[config.mk]
export PLATFORM = sky130hd
export DESIGN_NAME = ps2_kbd_rx_flat
export DESIGN_NICKNAME = d
export VERILOG_FILES = /design/src/rtl/ps2_kbd_rx_if.sv /design/src/rtl/ps2_kbd_rx.sv /design/src/flat_wrapper.sv
export SDC_FILE = /design/constraint.sdc
export NUM_CORES = 1
export LEC_CHECK = 0
export CAP_MARGIN = 10
export CORE_MARGIN = 3
export CORE_UTILIZATION = 50
export DETAILED_ROUTE_END_ITERATION = 8
export GPL_ROUTABILITY_DRIVEN = 1
export PLACE_DENSITY = 0.68
export SYNTH_ARGS = -nofsm -noshare
export SYNTH_HDL_FRONTEND = slang
export SYNTH_SLANG_ARGS = --single-unit
[constraint.sdc]
create_clock -name clk -period 6.4 [get_ports clk]
set_input_delay 0.96 -clock clk [delete_from_list [all_inputs] [get_ports clk]]
set_output_delay 0.96 -clock clk [all_outputs]
set_load 0.02 [all_outputs]
[src/rtl/ps2_kbd_rx_if.sv]
// ps2_kbd_rx_if: received-byte stream and status from the PS/2 keyboard receiver
interface ps2_kbd_rx_if #(
    parameter int FIFO_DEPTH = 8
);
    logic [7:0] rx_data;
    logic rx_valid;
    logic rx_ready;
    logic parity_err;
    logic frame_err;
    logic overflow;
    logic [$clog2(FIFO_DEPTH):0] fifo_level;
    modport master (
        output rx_data, rx_valid, parity_err, frame_err, overflow, fifo_level,
        input  rx_ready
    );
    modport slave (
        input  rx_data, rx_valid, parity_err, frame_err, overflow, fifo_level,
        output rx_ready
    );
endinterface

[src/rtl/ps2_kbd_rx.sv]
// ps2_kbd_rx: PS/2 keyboard frame receiver with glitch filter, timeout and FWFT byte FIFO
module ps2_kbd_rx #(
    parameter int FILTER_LEN  = 8,
    parameter int TIMEOUT_CYC = 100000,
    parameter int FIFO_DEPTH  = 8
) (
    input  logic         clk,
    input  logic         N_RESET,
    input  logic         ps2Clk,
    input  logic         ps2Data,
    ps2_kbd_rx_if.master rx
);
    localparam int FW = $clog2(FILTER_LEN + 1);
    localparam int TW = $clog2(TIMEOUT_CYC + 1);
    localparam int AW = $clog2(FIFO_DEPTH);

    typedef enum logic [1:0] {IDLE, DATA, PARITY, STOP} state_t;

    state_t state, state_n;
    logic ck_s1, ck_s2, dt_s1, dt_s2, ck_f;
    logic [FW-1:0] flt_cnt;
    logic strobe, tmo_hit, push, pop, full, push_ok, ovf;
    logic perr_n, ferr_n, perr_q, ferr_q, ovf_q;
    logic [2:0] bit_cnt;
    logic [7:0] shreg;
    logic par_bit;
    logic [TW-1:0] tmo_cnt;
    logic [7:0] mem [FIFO_DEPTH];
    logic [AW-1:0] wp, rp;
    logic [AW:0] level;

    // strobe is the cycle in which the filtered clock commits its 1->0 change
    assign strobe  = ck_f && !ck_s2 && flt_cnt == FW'(FILTER_LEN - 1);
    assign tmo_hit = state != IDLE && !strobe && tmo_cnt == TW'(TIMEOUT_CYC - 1);
    assign full    = level == (AW+1)'(FIFO_DEPTH);
    assign pop     = rx.rx_valid && rx.rx_ready;
    assign push_ok = push && (!full || pop);
    assign ovf     = push && full && !pop;

    assign rx.rx_valid   = |level;
    assign rx.rx_data    = rx.rx_valid ? mem[rp] : 8'h00;
    assign rx.fifo_level = level;
    assign rx.parity_err = perr_q;
    assign rx.frame_err  = ferr_q;
    assign rx.overflow   = ovf_q;

    // synchronize both lines and debounce the clock: level moves only after a full run of new samples
    always_ff @(posedge clk) begin
        if (!N_RESET) begin
            ck_s1   <= 1'b1;
            ck_s2   <= 1'b1;
            dt_s1   <= 1'b1;
            dt_s2   <= 1'b1;
            ck_f    <= 1'b1;
            flt_cnt <= '0;
        end else begin
            ck_s1 <= ps2Clk;
            ck_s2 <= ck_s1;
            dt_s1 <= ps2Data;
            dt_s2 <= dt_s1;
            if (ck_s2 == ck_f) begin
                flt_cnt <= '0;
            end else if (flt_cnt == FW'(FILTER_LEN - 1)) begin
                ck_f    <= ck_s2;
                flt_cnt <= '0;
            end else begin
                flt_cnt <= flt_cnt + FW'(1);
            end
        end
    end

    // frame FSM next state and stop-bit verdict; timeout takes precedence over everything
    always_comb begin
        state_n = state;
        push    = 1'b0;
        perr_n  = 1'b0;
        ferr_n  = 1'b0;
        if (tmo_hit) begin
            state_n = IDLE;
            ferr_n  = 1'b1;
        end else if (strobe) begin
            case (state)
                IDLE:   state_n = dt_s2 ? IDLE : DATA;
                DATA:   state_n = bit_cnt == 3'd7 ? PARITY : DATA;
                PARITY: state_n = STOP;
                STOP: begin
                    state_n = IDLE;
                    ferr_n  = !dt_s2;
                    perr_n  = dt_s2 && !(^{shreg, par_bit});
                    push    = dt_s2 && (^{shreg, par_bit});
                end
            endcase
        end
    end

    // FSM state, shift register, bit counter and timeout counter
    always_ff @(posedge clk) begin
        if (!N_RESET) begin
            state   <= IDLE;
            bit_cnt <= '0;
            shreg   <= '0;
            par_bit <= 1'b0;
            tmo_cnt <= '0;
        end else begin
            state   <= state_n;
            tmo_cnt <= (state == IDLE || strobe || tmo_hit) ? '0 : tmo_cnt + TW'(1);
            if (strobe && state == IDLE)
                bit_cnt <= '0;
            if (strobe && state == DATA) begin
                shreg   <= {dt_s2, shreg[7:1]};
                bit_cnt <= bit_cnt + 3'd1;
            end
            if (strobe && state == PARITY)
                par_bit <= dt_s2;
        end
    end

    // registered one-cycle status pulses, mutually exclusive by construction
    always_ff @(posedge clk) begin
        if (!N_RESET) begin
            perr_q <= 1'b0;
            ferr_q <= 1'b0;
            ovf_q  <= 1'b0;
        end else begin
            perr_q <= perr_n;
            ferr_q <= ferr_n;
            ovf_q  <= ovf;
        end
    end

    // FIFO storage; a push while full is only accepted when the head leaves in the same cycle
    always_ff @(posedge clk) begin
        if (push_ok)
            mem[wp] <= shreg;
    end

    // FIFO pointers and occupancy, wrapping naturally at the power-of-two depth
    always_ff @(posedge clk) begin
        if (!N_RESET) begin
            wp    <= '0;
            rp    <= '0;
            level <= '0;
        end else begin
            wp    <= wp + AW'(push_ok);
            rp    <= rp + AW'(pop);
            level <= level + (AW+1)'(push_ok) - (AW+1)'(pop);
        end
    end
endmodule

[src/flat_wrapper.sv]
// flat-port wrapper written by rule: the top's interface ports become plain ports
module ps2_kbd_rx_flat 
#(
    parameter int FILTER_LEN  = 8,
    parameter int TIMEOUT_CYC = 100000,
    parameter int FIFO_DEPTH  = 8
)
  (clk, N_RESET, ps2Clk, ps2Data, rx_rx_data, rx_rx_valid, rx_parity_err, rx_frame_err, rx_overflow, rx_fifo_level, rx_rx_ready);
  ps2_kbd_rx_if #(.FIFO_DEPTH(FIFO_DEPTH)) rx_i ();
  input  logic clk;
  input  logic N_RESET;
  input  logic ps2Clk;
  input  logic ps2Data;
  output wire logic [$bits(rx_i.rx_data)-1:0] rx_rx_data;
  output wire logic [$bits(rx_i.rx_valid)-1:0] rx_rx_valid;
  output wire logic [$bits(rx_i.parity_err)-1:0] rx_parity_err;
  output wire logic [$bits(rx_i.frame_err)-1:0] rx_frame_err;
  output wire logic [$bits(rx_i.overflow)-1:0] rx_overflow;
  output wire logic [$bits(rx_i.fifo_level)-1:0] rx_fifo_level;
  input wire logic [$bits(rx_i.rx_ready)-1:0] rx_rx_ready;
  assign rx_rx_data = rx_i.rx_data;
  assign rx_rx_valid = rx_i.rx_valid;
  assign rx_parity_err = rx_i.parity_err;
  assign rx_frame_err = rx_i.frame_err;
  assign rx_overflow = rx_i.overflow;
  assign rx_fifo_level = rx_i.fifo_level;
  assign rx_i.rx_ready = rx_rx_ready;
  ps2_kbd_rx #(.FILTER_LEN(FILTER_LEN), .TIMEOUT_CYC(TIMEOUT_CYC), .FIFO_DEPTH(FIFO_DEPTH)) u_core (.clk(clk), .N_RESET(N_RESET), .ps2Clk(ps2Clk), .ps2Data(ps2Data), .rx(rx_i));
endmodule
==> results of run 1 <==
## synth_stat cells, drive strengths merged, types with 2 or more instances
library cell  number
edfxtp            64
dfxtp             53
nor2              34
inv               18
mux2i             18
mux4              16
ha                15
xnor2             15
nor4              14
nor2b             12
and2              10
nand2             10
nand3             10
o21ai             10
clkbuf             9
nand2b             9
xor2               8
buf                7
a21oi              6
nor3               5
a21boi             4
or3                4
and3               3
or4                3
a21o               2
nand3b             2
nand4b             2
or2                2
## critical path: cells and delay by family, from the launching register on
family	cells	cell delay, ns
buffers and inverters	2	0.77
flip-flops	1	0.56
multiplexers	2	0.67
AND/OR/NAND/NOR	1	0.05
## logic make-up (layout without fill, tap and decap cells)
logic type               Yosys count  count (layout)  share of synthesized area, %
XOR/XNOR                          24              24                          4.54
AND/OR/NAND/NOR                  122             122                          13.5
flip-flops                       117             117                          60.5
multiplexers                      34              34                          11.0
AO/OA/AOI/OAI                     27              27                          3.40
adder cells (fa/ha/maj)           16              16                          4.21
buffers and inverters             34              80                          2.84
## path summary, 6_finish.rpt
kind	from	depth (start not counted)	end
hold / removal	u_core.ck_s1$_SDFF_PN1_	1	u_core.ck_s2$_SDFF_PN1_
hold reg to reg	u_core.ck_s1$_SDFF_PN1_	1	u_core.ck_s2$_SDFF_PN1_
setup / recovery	u_core.rp[0]$_SDFF_PN0_	5	rx_rx_data[3]
setup reg to reg	u_core.shreg[7]$_SDFFE_PN0P_	9	u_core.rx.fifo_level[3]$_SDFF_PN0_
## stage by stage
step                hold slack [ns]  worst slack, ns
floorplan                     0.386             3.82
global placement              0.390             2.94
detailed placement            0.401             2.94
CTS                           0.416             2.39
global route                  0.423             2.71
finish                        0.409             2.87
## power by group
part	leakage (nW)	internal, mW	total, mW	switching [mW]
sequential	1.02	0.803	0.834	0.0318
clock	0.318	0.710	1.03	0.321
combinational	0.724	0.231	0.428	0.197
## metal layers
metal	up-vias	wire, um	share of wire, %
met4	0	70	0.82
met1	1414	3830	45
met5	-	0	0
met3	5	271	3.2
met2	40	4390	51
li1	1426	-	-
## layout make-up
class	instances	area [um^2]	share of cell area (%)
tap	129	161	2.71
multi-input combinational	223	1810	30.3
clock inverter	13	229	3.84
clock buffer	19	422	7.07
inverter	18	67.6	1.13
sequential	117	2980	50.0
timing repair buffer	30	295	4.95
## sequential cells by signal, summed over array words and instances, names as in the netlist, 3 cells and up, named ones only
name,cells
u_core.tmo_cnt,17
u_core.wp,3
u_core.rp,3
u_core.mem,64
u_core.shreg,8
u_core.flt_cnt,4
u_core.bit_cnt,3
u_core.rx.fifo_level,4
## cells in the final DEF (no fill, tap or decap), drive strengths merged, types with 6 or more instances in the layout
cell type / n
clkdlybuf4s50: 20
xnor2: 15
mux2i: 18
dfxtp: 53
nand3: 10
clkinv: 6
nor4: 14
buf: 10
a21oi: 6
and2: 10
edfxtp: 64
inv: 19
nand2: 10
ha: 15
nor2b: 12
bufinv: 6
nor2: 34
mux4: 16
clkbuf: 19
o21ai: 10
nand2b: 9
xor2: 8
==> flow_summary.ini, run 1 <==
[route]
drt_pass1_iterations = 4
ant_nets = 0
vias = 2885
vias_per_cell = 5.26
post-route-drc-count = 0
drt_wl_total_um = 8560
wire_per_inst_um = 15.6
dr.first_iter.drc_count = 78

[clocking]
cts_buffers = 17
cts_tree = yes
hold_buffers = 0
clk_latency_ns = 0.51
cts_setup_buffers = 0
clk_pin_slew_ns = 0.06
cts_resized = 0
cts_root_buf = clkbuf_8
numClockSinks = 117
clockBufferDepth = 2
cts_max_level = 4

[setup_path]
r2r_slack_ns = 3.52
path_class = reg2out
endpoint_kind = output port
cp.arrival_ns = 2.57
critPathLaunchType = flip-flop
slowest_delay_ns = 0.56
path_cells = buf_16, mux4_2, mux2i_1, nor2_1, clkdlybuf4s50_1
cp_slowest_cell = dfxtp_1
cp.required_ns = 5.44
critPathMaxFanout = 13

[power]
peakVddDrop_v = 0.000170
leakagePower_nw = 2.06
p_per_area_nw_per_um2 = 385
power_mw = 2.29

[floorplan]
core_area_um2 = 9420
die_y_um = 105
io_pins = 21
die_area_um2 = 11100
rows = 35
die_w_um = 105
start_util_pct = 52.4

[global_routing]
grt_util_met1_pct = 21.5
gr-usage-all-layers_pct = 17.0
grtUsageMet3_pct = 4.23
grt-busiest-layer = met2
grt_pass1_vias = 2887
grt_overflow_total = 0
antenna_found_initial = 0
grt_max_degree = 34
grt_util_met2_pct = 28.0
grt_first_pass_wirelength_um = 14600

[synth]
syn_nets = 395
synthArstFlopShare_pct = 0
synth_top_area_share_pct = 39.0
synth_largest_area_cell = edfxtp_1
syn_inst = 374
synth_warnings = 0
synth_area_per_cell_um2 = 13.2
synth_cell_type_count = 41
synth_area_um2 = 4930
ys.flop_type = edfxtp_1
ys_seq_elements = 117
synth-seq-area-share_pct = 60.5
synth_edf_count = 64
synth_area_leaders = edfxtp_1 (39%), dfxtp_1 (22%), mux4_2 (7.3%)

[finish]
final_area_um2 = 5970
layout-drive-gt1-share_pct = 14.3
final_nets = 428
fillCellCount = 707
layoutNonFillerInstCount = 549
area_delta_synth_final_pct = 21.0
diodes = 0
utilization_pct = 63.4

[flow_run]
drv_cap = 0

[timing]
rsz0062_at_grt = false
relSlewSlack_pct = 30.8
hold_violations = 0
setup_viol = 0
tns_ns = 0
max_freq_mhz = 284
worstMarginPinSlew_ns = 1.03
clock_skew_ns = 0.0128
drv_slew = 0
fin_crit_ns = 3.53
period_share_pct = 55.1

[place]
placed_area_um2 = 5290
dpl.cell_count = 516
dp_hpwl_um = 5210
io_buffers = 20
gp_congestion = 0.730

[min_path]
min_path_type = reg2reg

[outcome]
status = finished, final reports clean
Power figures use the tool's default switching activity.
==> run 2: changes to the inputs <==
--- a/config.mk
+++ b/config.mk
@@ -10,7 +10,7 @@
 export CORE_UTILIZATION = 50
 export DETAILED_ROUTE_END_ITERATION = 8
 export GPL_ROUTABILITY_DRIVEN = 1
-export PLACE_DENSITY = 0.68
+export PLACE_DENSITY = 0.7
 export SYNTH_ARGS = -nofsm -noshare
 export SYNTH_HDL_FRONTEND = slang
 export SYNTH_SLANG_ARGS = --single-unit
==> constraint.sdc (replaced) <==
create_clock -name clk -period 3.2 [get_ports clk]
set_input_delay 0.48 -clock clk [delete_from_list [all_inputs] [get_ports clk]]
set_output_delay 0.48 -clock clk [all_outputs]
set_load 0.02 [all_outputs]
==> run 2 against run 1 <==
Effect of this change:
- die area is the same
- total power rose by 87%
- sequential power increased by 95%
- critical path type unchanged
- critical endpoint unchanged
- largest cell class unchanged
==> flow_summary.ini, run 2 (synthesis results as in run 1) <==
[finish]
layout_common_cells = edfxtp_1 (64), dfxtp_1 (53), nor2_1 (34)
reg_top3 = u_core.mem x64, u_core.tmo_cnt x17, u_core.shreg x8
final_nets = 431
mostFrequentLayoutCell = edfxtp_1
largest_register_ffs = 64
final_area_um2 = 5890
diodes = 0
top_register = u_core.mem
area_delta_synth_final_pct = 19.4
layout-drive-gt1-share_pct = 15.1

[min_path]
min_path_type = reg2reg

[timing]
relSlewSlack_pct = 56.5
hold_violations = 0
clock_skew_ns = 0.0128
max_freq_mhz = 339
whs_ns = 0.402
drv_slew = 0
worstMarginPinSlew_ns = 0.651
tns_ns = 0
fin_crit_ns = 2.95
period_share_pct = 92.2
setup_viol = 0
rsz0062_at_grt = false

[global_routing]
antenna_found_initial = 0
gr-usage-all-layers_pct = 17.2
grt_pass1_vias = 3004
grt_first_pass_wirelength_um = 14700
grt_overflow_total = 0
grt_max_degree = 33

[floorplan]
core_area_um2 = 9420
io_pins = 21
rows = 35
die_w_um = 105
die_y_um = 105
die_area_um2 = 11100
start_util_pct = 52.4

[flow_run]
drv_cap = 0

[setup_path]
cp.required_ns = 2.72
critPathMaxFanout = 17
critPathLaunchType = flip-flop
path_class = reg2out
cp.arrival_ns = 2.47
endpoint_kind = output port

[place]
dp_hpwl_um = 5530
gp_congestion = 0.764
placed_area_um2 = 5320
io_buffers = 20

[route]
ant_nets = 0
vias = 2916
dr.first_iter.drc_count = 122
wire_per_inst_um = 15.9
post-route-drc-count = 0
vias_per_cell = 5.28
drt_wl_total_um = 8760
drt_pass1_iterations = 4

[clocking]
clk_pin_slew_ns = 0.05
cts_root_buf = clkbuf_8
cts_max_level = 4
numClockSinks = 117
clockBufferDepth = 2
cts_setup_buffers = 0
cts_buffers = 17
cts_resized = 0
hold_buffers = 0
clk_latency_ns = 0.51
cts_tree = yes

[power]
p_per_area_nw_per_um2 = 728
leakagePower_nw = 2.03
peakVddDrop_v = 0.000374

[outcome]
status = finished, final reports clean
==> run 2: cell count changes in the layout (fill, tap and decap cells not counted), sizes merged <==
cell	before	now
clkinvlp	0	2
bufinv	6	2
clkbuf	19	18
clkinv	6	5
inv	19	23
buf	10	13
==> run 2: cell type report <==
type | count | area [um^2]
Sequential cell | 117 | 2980
Inverter | 18 | 67.6
Multi-Input combinational cell | 223 | 1810
Timing Repair Buffer | 33 | 298
Fill cell | 744 | 3530
Clock buffer | 18 | 418
Clock inverter | 14 | 150
Tap cell | 129 | 161
==> run 2: per-stage QoR <==
step                      setup WS [ns]  power (mW)  instances  utilization, %
after global placement            0.673        2.53        520            56.5
after global routing             0.0884        4.50        552            62.5
after detailed placement          0.562        2.55        520            56.5
after CTS                         0.187        4.35        552            62.5
after floorplan                   0.615        2.25        374               -
final                             0.249        4.29        552            62.5
==> run 2: final timing paths <==
path | slack [ns] | endpoint | start | depth (start not counted)
worst min-delay path | 0.40 | u_core.dt_s2$_SDFF_PN1_ | u_core.dt_s1$_SDFF_PN1_ | 1
worst max-delay path | 0.25 | rx_rx_data[3] | u_core.rp[0]$_SDFF_PN0_ | 5
worst min register to register | 0.40 | u_core.dt_s2$_SDFF_PN1_ | u_core.dt_s1$_SDFF_PN1_ | 1
worst max register to register | 0.58 | u_core.rx.fifo_level[2]$_SDFF_PN0_ | u_core.flt_cnt[0]$_SDFF_PP0_ | 10
==> run 2: critical path, stage by stage (launching register included) <==
cell             delay, ns
dfxtp_1               0.30
buf_4                 0.31
mux4_2                0.56
mux2i_1               0.15
nor2_1                0.07
clkdlybuf4s50_1       0.56
==> run 2: report_power, final <==
group	total [mW]	internal [mW]	switching, mW
logic	0.871	0.443	0.429
clock network	1.79	1.11	0.672
registers	1.63	1.60	0.0252
total	4.29	3.16	1.13
==> run 2: per-layer routing <==
layer / share of wire [%] / vias up / track usage [%]
li1: - / 1429 / -
met1: 43 / 1429 / 21.1
met2: 52 / 51 / 28.7
met3: 3.8 / 7 / 4.41
met4: 0.82 / 0 / 7.40
met5: 0 / - / 0
